[config.mk]
export PLATFORM = sky130hd
export DESIGN_NAME = display_scan_ctrl_flat
export DESIGN_NICKNAME = d
export VERILOG_FILES = /design/src/rtl/display_scan_ctrl_pkg.sv /design/src/rtl/display_scan_ctrl_if.sv /design/src/rtl/display_scan_ctrl_decoder.sv /design/src/rtl/display_scan_ctrl.sv /design/src/flat_wrapper.sv
export SDC_FILE = /design/constraint.sdc
export NUM_CORES = 1
export LEC_CHECK = 0
export ABC_AREA = 0
export CORE_MARGIN = 5
export CORE_UTILIZATION = 50
export DETAILED_ROUTE_END_ITERATION = 10
export PLACE_DENSITY = 0.88
export SKIP_CTS_REPAIR_TIMING = 1
export SLEW_MARGIN = 20
export SYNTH_ARGS = -nofsm -noshare
export SYNTH_HDL_FRONTEND = slang
export SYNTH_SLANG_ARGS = --single-unit
[constraint.sdc]
create_clock -name clk -period 2.1 [get_ports clk]
set_input_delay 0.315 -clock clk [delete_from_list [all_inputs] [get_ports clk]]
set_output_delay 0.315 -clock clk [all_outputs]
set_load 0.05 [all_outputs]
[src/rtl/display_scan_ctrl_pkg.sv]
`default_nettype none
// +--------------------------------------------------------------------+
// | display_pkg                                                        |
// | Shared types and constants for the multiplexed 7-segment scanner.  |
// | Revision: 1.0                                                      |
// +--------------------------------------------------------------------+
package display_pkg;

   typedef enum logic [1:0] {
      IDLE  = 2'd0,
      BLANK = 2'd1,
      DRIVE = 2'd2
   } scan_state_e;

   localparam logic [6:0] SEG_OFF = 7'b1111111;
   localparam int         DIGIT_W = 4;

   // Counter wide enough to reach the longer of the two phase lengths minus one.
   function automatic int cnt_width(input int scan_div, input int blank_cyc);
      int longest;
      longest = (scan_div > blank_cyc) ? scan_div : blank_cyc;
      return (longest <= 2) ? 1 : $clog2(longest);
   endfunction

endpackage
`default_nettype wire

[src/rtl/display_scan_ctrl_if.sv]
`default_nettype none
// +--------------------------------------------------------------------+
// | display_scan_ctrl_if                                               |
// | Value/control inputs and display pin outputs of the scanner.       |
// | Revision: 1.0                                                      |
// +--------------------------------------------------------------------+
interface display_scan_ctrl_if #(
   parameter int N_DIGITS = 4
);
   logic                  enable;
   logic [4*N_DIGITS-1:0] value_in;
   logic                  load;
   logic [N_DIGITS-1:0]   dp_in;
   logic                  blank_lz;
   logic [0:6]            seg_out;
   logic                  dp_out;
   logic [N_DIGITS-1:0]   digit_n;
   logic                  load_pend;
   logic                  frame_done;

   modport master (
      output enable, value_in, load, dp_in, blank_lz,
      input  seg_out, dp_out, digit_n, load_pend, frame_done
   );

   modport slave (
      input  enable, value_in, load, dp_in, blank_lz,
      output seg_out, dp_out, digit_n, load_pend, frame_done
   );
endinterface
`default_nettype wire

[src/rtl/display_scan_ctrl_decoder.sv]
`default_nettype none
// +--------------------------------------------------------------------+
// | BCD_decoder                                                        |
// | Hex nibble to active-low segments a..g (seg_out[0] = a).           |
// | Revision: 1.0                                                      |
// +--------------------------------------------------------------------+
module BCD_decoder (
   input  logic [3:0] bcd_in,
   output logic [0:6] seg_out
);
   always_comb begin
      seg_out = 7'b1111111;
      case (bcd_in)
         4'h0: seg_out = 7'b0000001;
         4'h1: seg_out = 7'b1001111;
         4'h2: seg_out = 7'b0010010;
         4'h3: seg_out = 7'b0000110;
         4'h4: seg_out = 7'b1001100;
         4'h5: seg_out = 7'b0100100;
         4'h6: seg_out = 7'b0100000;
         4'h7: seg_out = 7'b0001111;
         4'h8: seg_out = 7'b0000000;
         4'h9: seg_out = 7'b0000100;
         4'hA: seg_out = 7'b0001000;
         4'hB: seg_out = 7'b1100000;
         4'hC: seg_out = 7'b0110001;
         4'hD: seg_out = 7'b1000010;
         4'hE: seg_out = 7'b0110000;
         4'hF: seg_out = 7'b0111000;
         default: seg_out = 7'b1111111;
      endcase
   end
endmodule
`default_nettype wire

[src/rtl/display_scan_ctrl.sv]
`default_nettype none
// +--------------------------------------------------------------------+
// | display_scan_ctrl                                                  |
// | Round-robin digit scanner with dead-time and tear-free value swap. |
// | Revision: 1.0                                                      |
// +--------------------------------------------------------------------+
module display_scan_ctrl
   import display_pkg::*;
#(
   parameter int N_DIGITS  = 4,
   parameter int SCAN_DIV  = 50000,
   parameter int BLANK_CYC = 500
) (
   input  logic                 clk,
   input  logic                 rst,
   display_scan_ctrl_if.slave   bus
);
   localparam int VAL_W = DIGIT_W * N_DIGITS;
   localparam int CNT_W = cnt_width(SCAN_DIV, BLANK_CYC);
   localparam int IDX_W = (N_DIGITS > 1) ? $clog2(N_DIGITS) : 1;

   localparam logic [CNT_W-1:0] CNT_ONE    = CNT_W'(1);
   localparam logic [CNT_W-1:0] BLANK_LAST = CNT_W'(BLANK_CYC - 1);
   localparam logic [CNT_W-1:0] DRIVE_LAST = CNT_W'(SCAN_DIV - 1);
   localparam logic [IDX_W-1:0] IDX_ONE    = IDX_W'(1);
   localparam logic [IDX_W-1:0] IDX_LAST   = IDX_W'(N_DIGITS - 1);

   scan_state_e         state_q, state_d;
   logic [IDX_W-1:0]    idx_q, idx_d;
   logic [CNT_W-1:0]    cnt_q, cnt_d;
   logic [VAL_W-1:0]    active_q, active_d;
   logic [VAL_W-1:0]    pending_q, pending_d;
   logic                load_pend_q, load_pend_d;
   logic [0:6]          seg_q, seg_d;
   logic                dp_q, dp_d;
   logic [N_DIGITS-1:0] digit_n_q, digit_n_d;
   logic                frame_done_q, frame_done_d;

   logic [DIGIT_W-1:0]  nib [N_DIGITS];
   logic [DIGIT_W-1:0]  cur_nib;
   logic [0:6]          dec_seg;
   logic [IDX_W-1:0]    msd_idx;
   logic                swap;

   for (genvar g = 0; g < N_DIGITS; g++) begin : g_nib
      assign nib[g] = active_q[g*DIGIT_W +: DIGIT_W];
   end

   assign cur_nib = nib[idx_q];

   BCD_decoder u_dec (
      .bcd_in  (cur_nib),
      .seg_out (dec_seg)
   );

   // Highest nonzero digit; an all-zero value leaves this at 0 so digit 0 stays lit.
   always_comb begin
      msd_idx = '0;
      for (int i = 1; i < N_DIGITS; i++) begin
         if (nib[i] != '0) msd_idx = IDX_W'(i);
      end
   end

   // The frame boundary: last digit's DRIVE expires while scanning is still enabled.
   assign swap = (state_q == DRIVE) && (cnt_q == DRIVE_LAST) &&
                 (idx_q == IDX_LAST) && bus.enable;

   always_ff @(posedge clk) begin
      if (!rst) begin
         state_q      <= IDLE;
         idx_q        <= '0;
         cnt_q        <= '0;
         active_q     <= '0;
         pending_q    <= '0;
         load_pend_q  <= 1'b0;
         seg_q        <= SEG_OFF;
         dp_q         <= 1'b1;
         digit_n_q    <= '1;
         frame_done_q <= 1'b0;
      end else begin
         state_q      <= state_d;
         idx_q        <= idx_d;
         cnt_q        <= cnt_d;
         active_q     <= active_d;
         pending_q    <= pending_d;
         load_pend_q  <= load_pend_d;
         seg_q        <= seg_d;
         dp_q         <= dp_d;
         digit_n_q    <= digit_n_d;
         frame_done_q <= frame_done_d;
      end
   end

   always_comb begin
      state_d = state_q;
      idx_d   = idx_q;
      cnt_d   = cnt_q;
      if (!bus.enable) begin
         state_d = IDLE;
         idx_d   = '0;
         cnt_d   = '0;
      end else begin
         case (state_q)
            IDLE: begin
               state_d = BLANK;
               idx_d   = '0;
               cnt_d   = '0;
            end
            BLANK: begin
               if (cnt_q == BLANK_LAST) begin
                  state_d = DRIVE;
                  cnt_d   = '0;
               end else begin
                  cnt_d = cnt_q + CNT_ONE;
               end
            end
            DRIVE: begin
               if (cnt_q == DRIVE_LAST) begin
                  state_d = BLANK;
                  cnt_d   = '0;
                  idx_d   = (idx_q == IDX_LAST) ? '0 : idx_q + IDX_ONE;
               end else begin
                  cnt_d = cnt_q + CNT_ONE;
               end
            end
            default: state_d = IDLE;
         endcase
      end
   end

   always_comb begin
      seg_d        = SEG_OFF;
      dp_d         = 1'b1;
      digit_n_d    = '1;
      frame_done_d = swap;
      if (state_q == DRIVE) begin
         digit_n_d = ~(N_DIGITS'(1) << idx_q);
         seg_d     = (bus.blank_lz && (idx_q > msd_idx)) ? SEG_OFF : dec_seg;
         dp_d      = ~bus.dp_in[idx_q];
      end
   end

   // A load landing on the swap edge bypasses the pending buffer.
   always_comb begin
      pending_d   = bus.load ? bus.value_in : pending_q;
      active_d    = active_q;
      load_pend_d = bus.load ? 1'b1 : load_pend_q;
      if (swap) begin
         active_d    = bus.load ? bus.value_in : pending_q;
         load_pend_d = 1'b0;
      end
   end

   assign bus.seg_out    = seg_q;
   assign bus.dp_out     = dp_q;
   assign bus.digit_n    = digit_n_q;
   assign bus.load_pend  = load_pend_q;
   assign bus.frame_done = frame_done_q;

endmodule
`default_nettype wire

[src/flat_wrapper.sv]
// flat-port wrapper written by rule: the top's interface ports become plain ports
module display_scan_ctrl_flat import display_pkg::*;
#(
   parameter int N_DIGITS  = 4,
   parameter int SCAN_DIV  = 50000,
   parameter int BLANK_CYC = 500
)
  (clk, rst, bus_enable, bus_value_in, bus_load, bus_dp_in, bus_blank_lz, bus_seg_out, bus_dp_out, bus_digit_n, bus_load_pend, bus_frame_done);
  display_scan_ctrl_if #(.N_DIGITS(N_DIGITS)) bus_i ();
  input  logic clk;
  input  logic rst;
  input wire logic [$bits(bus_i.enable)-1:0] bus_enable;
  input wire logic [$bits(bus_i.value_in)-1:0] bus_value_in;
  input wire logic [$bits(bus_i.load)-1:0] bus_load;
  input wire logic [$bits(bus_i.dp_in)-1:0] bus_dp_in;
  input wire logic [$bits(bus_i.blank_lz)-1:0] bus_blank_lz;
  output wire logic [$bits(bus_i.seg_out)-1:0] bus_seg_out;
  output wire logic [$bits(bus_i.dp_out)-1:0] bus_dp_out;
  output wire logic [$bits(bus_i.digit_n)-1:0] bus_digit_n;
  output wire logic [$bits(bus_i.load_pend)-1:0] bus_load_pend;
  output wire logic [$bits(bus_i.frame_done)-1:0] bus_frame_done;
  assign bus_i.enable = bus_enable;
  assign bus_i.value_in = bus_value_in;
  assign bus_i.load = bus_load;
  assign bus_i.dp_in = bus_dp_in;
  assign bus_i.blank_lz = bus_blank_lz;
  assign bus_seg_out = bus_i.seg_out;
  assign bus_dp_out = bus_i.dp_out;
  assign bus_digit_n = bus_i.digit_n;
  assign bus_load_pend = bus_i.load_pend;
  assign bus_frame_done = bus_i.frame_done;
  display_scan_ctrl #(.N_DIGITS(N_DIGITS), .SCAN_DIV(SCAN_DIV), .BLANK_CYC(BLANK_CYC)) u_core (.clk(clk), .rst(rst), .bus(bus_i));
endmodule
==> impl_summary.txt <==
----------------------------------------------------
[Synth]
  Sequential fraction of the synthesis area ... 41.6%
  Area share of and/or/nand/nor cells after synthesis ... 21.1%
  Total number of yosys warnings ... 0
  Share of async-settable or async-resettable flops after synthesis ... 0%
  Post-synthesis share of cell area spent on xor and xnor gates ... 2.76%
  Dominant cells by area after synthesis ... dfxtp_1, ha_1, mux2i_1
  Library cell with the largest summed area after synthesis ... dfxtp_1
  Main combinational cell family by area after synthesis ... simple AND/OR/NAND/NOR gates
  Compound-cell area share of the yosys netlist ... 10.0%
  Netlist area before placement ... 3180 um2
  Synth Area in Adders ... 7.09%
  Portion of netlist area occupied by mux cells ... 13.9%
  Number of distinct library cell variants in the gate-level netlist after synthesis ... 51
  Ys flop type ... dfxtp_1
  Gate count after technology mapping ... 334
  Post-synthesis sequential element count ... 66
  EDFF count, synth ... 0
  Avg Cell Area, Syn ... 9.52 um2
  Fraction of post-synthesis cell area in the top cell type by area ... 41.6%
  Total nets after synthesis ... 377

[STA]
  Slew at the pin with the worst max-slew slack ... 0.503 ns
  Number of pins with negative max-slew slack in the final report ... 0
  Worst relative slew slack ... 66.3%
  Final worst path period need ... 2.04 ns
  Final number of setup-violating endpoints ... 0
  Achievable Freq ... 490 MHz
  Final-report hold violation count ... 0
  Unrepaired setup endpoints after global routing ... true
  Accumulated negative setup slack ... 0 ns
  Fin crit share ... 97.2%
  Worst clock skew ... 0.00575 ns

[Job]
  Maximum capacitance violations ... 0

[Status]
  Result of the run ... completed

[Floorplanning]
  Number of ports placed on the die boundary ... 39
  Core box area ... 6280 um2
  Die width ... 89.7 um
  Height of the die ... 89.7 um
  Starting Density ... 50.6%
  Die ar. ... 8050 um2
  Row count ... 29

[Worst setup path]
  Path type of the worst setup path ... reg -> reg
  Number of buffer and inverter instances along the worst setup path ... 0
  Register-to-register setup slack ... 0.06 ns
  Startpoint of the worst register-to-register path ... u_core.cnt_q[4]
  Slowest-stage cell, CP ... or4b_4
  Data required time of the critical path ... 2.34 ns
  Cell depth of the worst flop-to-flop path ... 5
  Reg-to-Reg End ... u_core.cnt_q[11]
  Nature of the critical path endpoint ... flop
  Critical path fanouts, max ... 5
  Crit path DAT ... 2.28 ns
  CP max stage delay ... 0.54 ns
  Cell-by-cell trace of the critical path ... or4b_4 -> o41a_1 -> o211ai_4 -> o21ai_0 -> a21o_1
  Nature of the critical path startpoint ... flop
  Top delay family on crit path ... compound AO/OA/AOI/OAI gates

[Global routing]
  GRT overflow ... 0
  Maximum number of pins on one net before global-route repair ... 23
  Global-route wire length before repair ... 12100 um
  Number of antenna violations at the first check in global routing ... 0
  Number of global-route vias before repair ... 2612
  Overall routing resource usage ... 17.9%

[Place]
  Detailed Place HPWL ... 4970 um
  Gpl congestion ... 0.866
  Placed standard-cell area ... 3760 um2
  Count of placed standard cells including taps ... 455
  Number of input and output port buffers inserted ... 38

[Pwr]
  Maximum VDD drop ... 360 uV
  Pleak ... 0.00159 uW
  Pwr dens ... 635 nW/um2

[Route]
  DR vias/cell ... 5.43
  Number of detailed-routing iterations run before antenna repair ... 4
  DRC violation count after routing ... 0
  Drt initial violations ... 104
  Total length of routed wires ... 6960 um
  Antenna-violating nets left ... 0
  Wirelength per Cell ... 14.7 um
  Routed via count ... 2562

[Finish]
  Fraction of layout instances using a drive strength above 1 ... 18.2%
  Most used cells in the layout excluding fill and tap cells ... dfxtp_1, nor2_1, nand2_1, clkdlybuf4s50_1, buf_4
  Leading cell type in the layout, fill and taps excluded ... dfxtp_1
  Area growth syn-to-layout ... 25.9%
  Ant. Diodes ... 0
  Final instance area ... 4000 um2
  Net count reported at finish ... 433
  Fin cells ... 472

[Clocking]
  Worst-Skew Late Latency ... 0.35 ns
  Clk pin slew, worst setup/hold paths ... 0.07 ns
  # clock sinks ... 66
  H-tree level count ... 3
  CTS max path bufs ... 2
  Inserted Clock Buffers ... 9
  Clock tree root buffer cell ... clkbuf_8
  Clock tree from TritonCTS ... yes

[Min path]
  Worst min-delay path class ... reg -> reg
  HP Start ... u_core.active_q[9]
  Hold path depth ... 2
  Capture endpoint of the worst hold path ... u_core.active_q[9]

----------------------------------------------------
-- tightest hold or removal path: cells and delay by family (launching register included) --
kind | cells | cell delay, ns
and+or+nand+nor | 1 | 0.06
AOI/OAI and AO/OA | 1 | 0.05
DFF | 1 | 0.33
-- registers in the layout, summed over array words and instances (netlist names), 2 cells and up --
register and count:
u_core.active_q 16, u_core.bus.digit_n 4, u_core.bus.seg_out 7, u_core.cnt_q 16, u_core.idx_q 2, u_core.pending_q 16, u_core.state_q 2
-- cell families after synthesis --
kind of cell | Yosys count
and+or+nand+nor | 134
DFF | 66
AOI/OAI and AO/OA | 43
muxes | 36
buffers and inverters | 27
adders and majority gates | 18
xor gates and xnor gates | 10
-- cells in the mapped netlist, drive strengths merged (7+ instances only) --
cell     n
clkbuf  11
mux2    14
nand3    7
nor2    41
ha      18
or2      8
a21oi   13
mux2i   17
dfxtp   66
and2    13
o21ai    7
nand2   38
inv     11
-- worst max-delay path by stage --
stage,depth (start not counted),to,from
floorplan,5,u_core.cnt_q[13],u_core.cnt_q[4]
global placement,5,u_core.cnt_q[13],u_core.cnt_q[4]
detailed placement,5,u_core.cnt_q[14],u_core.cnt_q[4]
CTS,5,u_core.cnt_q[14],u_core.cnt_q[4]
global route,6,u_core.active_q[14],u_core.cnt_q[10]
finish,5,u_core.cnt_q[11],u_core.cnt_q[4]
-- routing by layer --
metal  up-vias  wire, um  GRT usage (%)
met5         -         0              0
met4         0       104           7.93
met3        10       319           4.59
met2        72      3380           29.1
met1      1211      3160           22.2
li1       1269         -              -
-- cell type report --
| type | count | area, um2 |
|---|---|---|
| Clock buffer | 10 | 138 |
| Multi-Input combinational cell | 241 | 1770 |
| Clock inverter | 6 | 66.3 |
| Inverter | 11 | 41.3 |
| Timing Repair Buffer | 61 | 569 |
| Fill cell | 478 | 2280 |
| Sequential cell | 66 | 1320 |
| Tap cell | 77 | 96.3 |
-- through the flow --
stage | total power, uW | hold WS (ns) | worst slack [ns] | util (%)
after detailed placement | 1490 | 0.467 | 0.0416 | 60.0
after floorplan | 1400 | 0.429 | 0.0328 | -
after global placement | 1480 | 0.449 | 0.0829 | 60.0
after CTS | 2560 | 0.487 | 0.0323 | 63.2
after global routing | 2640 | 0.509 | -0.0140 | 63.7
final | 2540 | 0.482 | 0.0598 | 63.7
-- power by group --
part / leakage, uW / internal [uW] / switching (uW)
Clock: 0.0000945 / 579 / 501
Sequential: 0.000536 / 1280 / 9.61
Combinational: 0.000958 / 89.5 / 85.9
(Power assumes the default switching activity.)
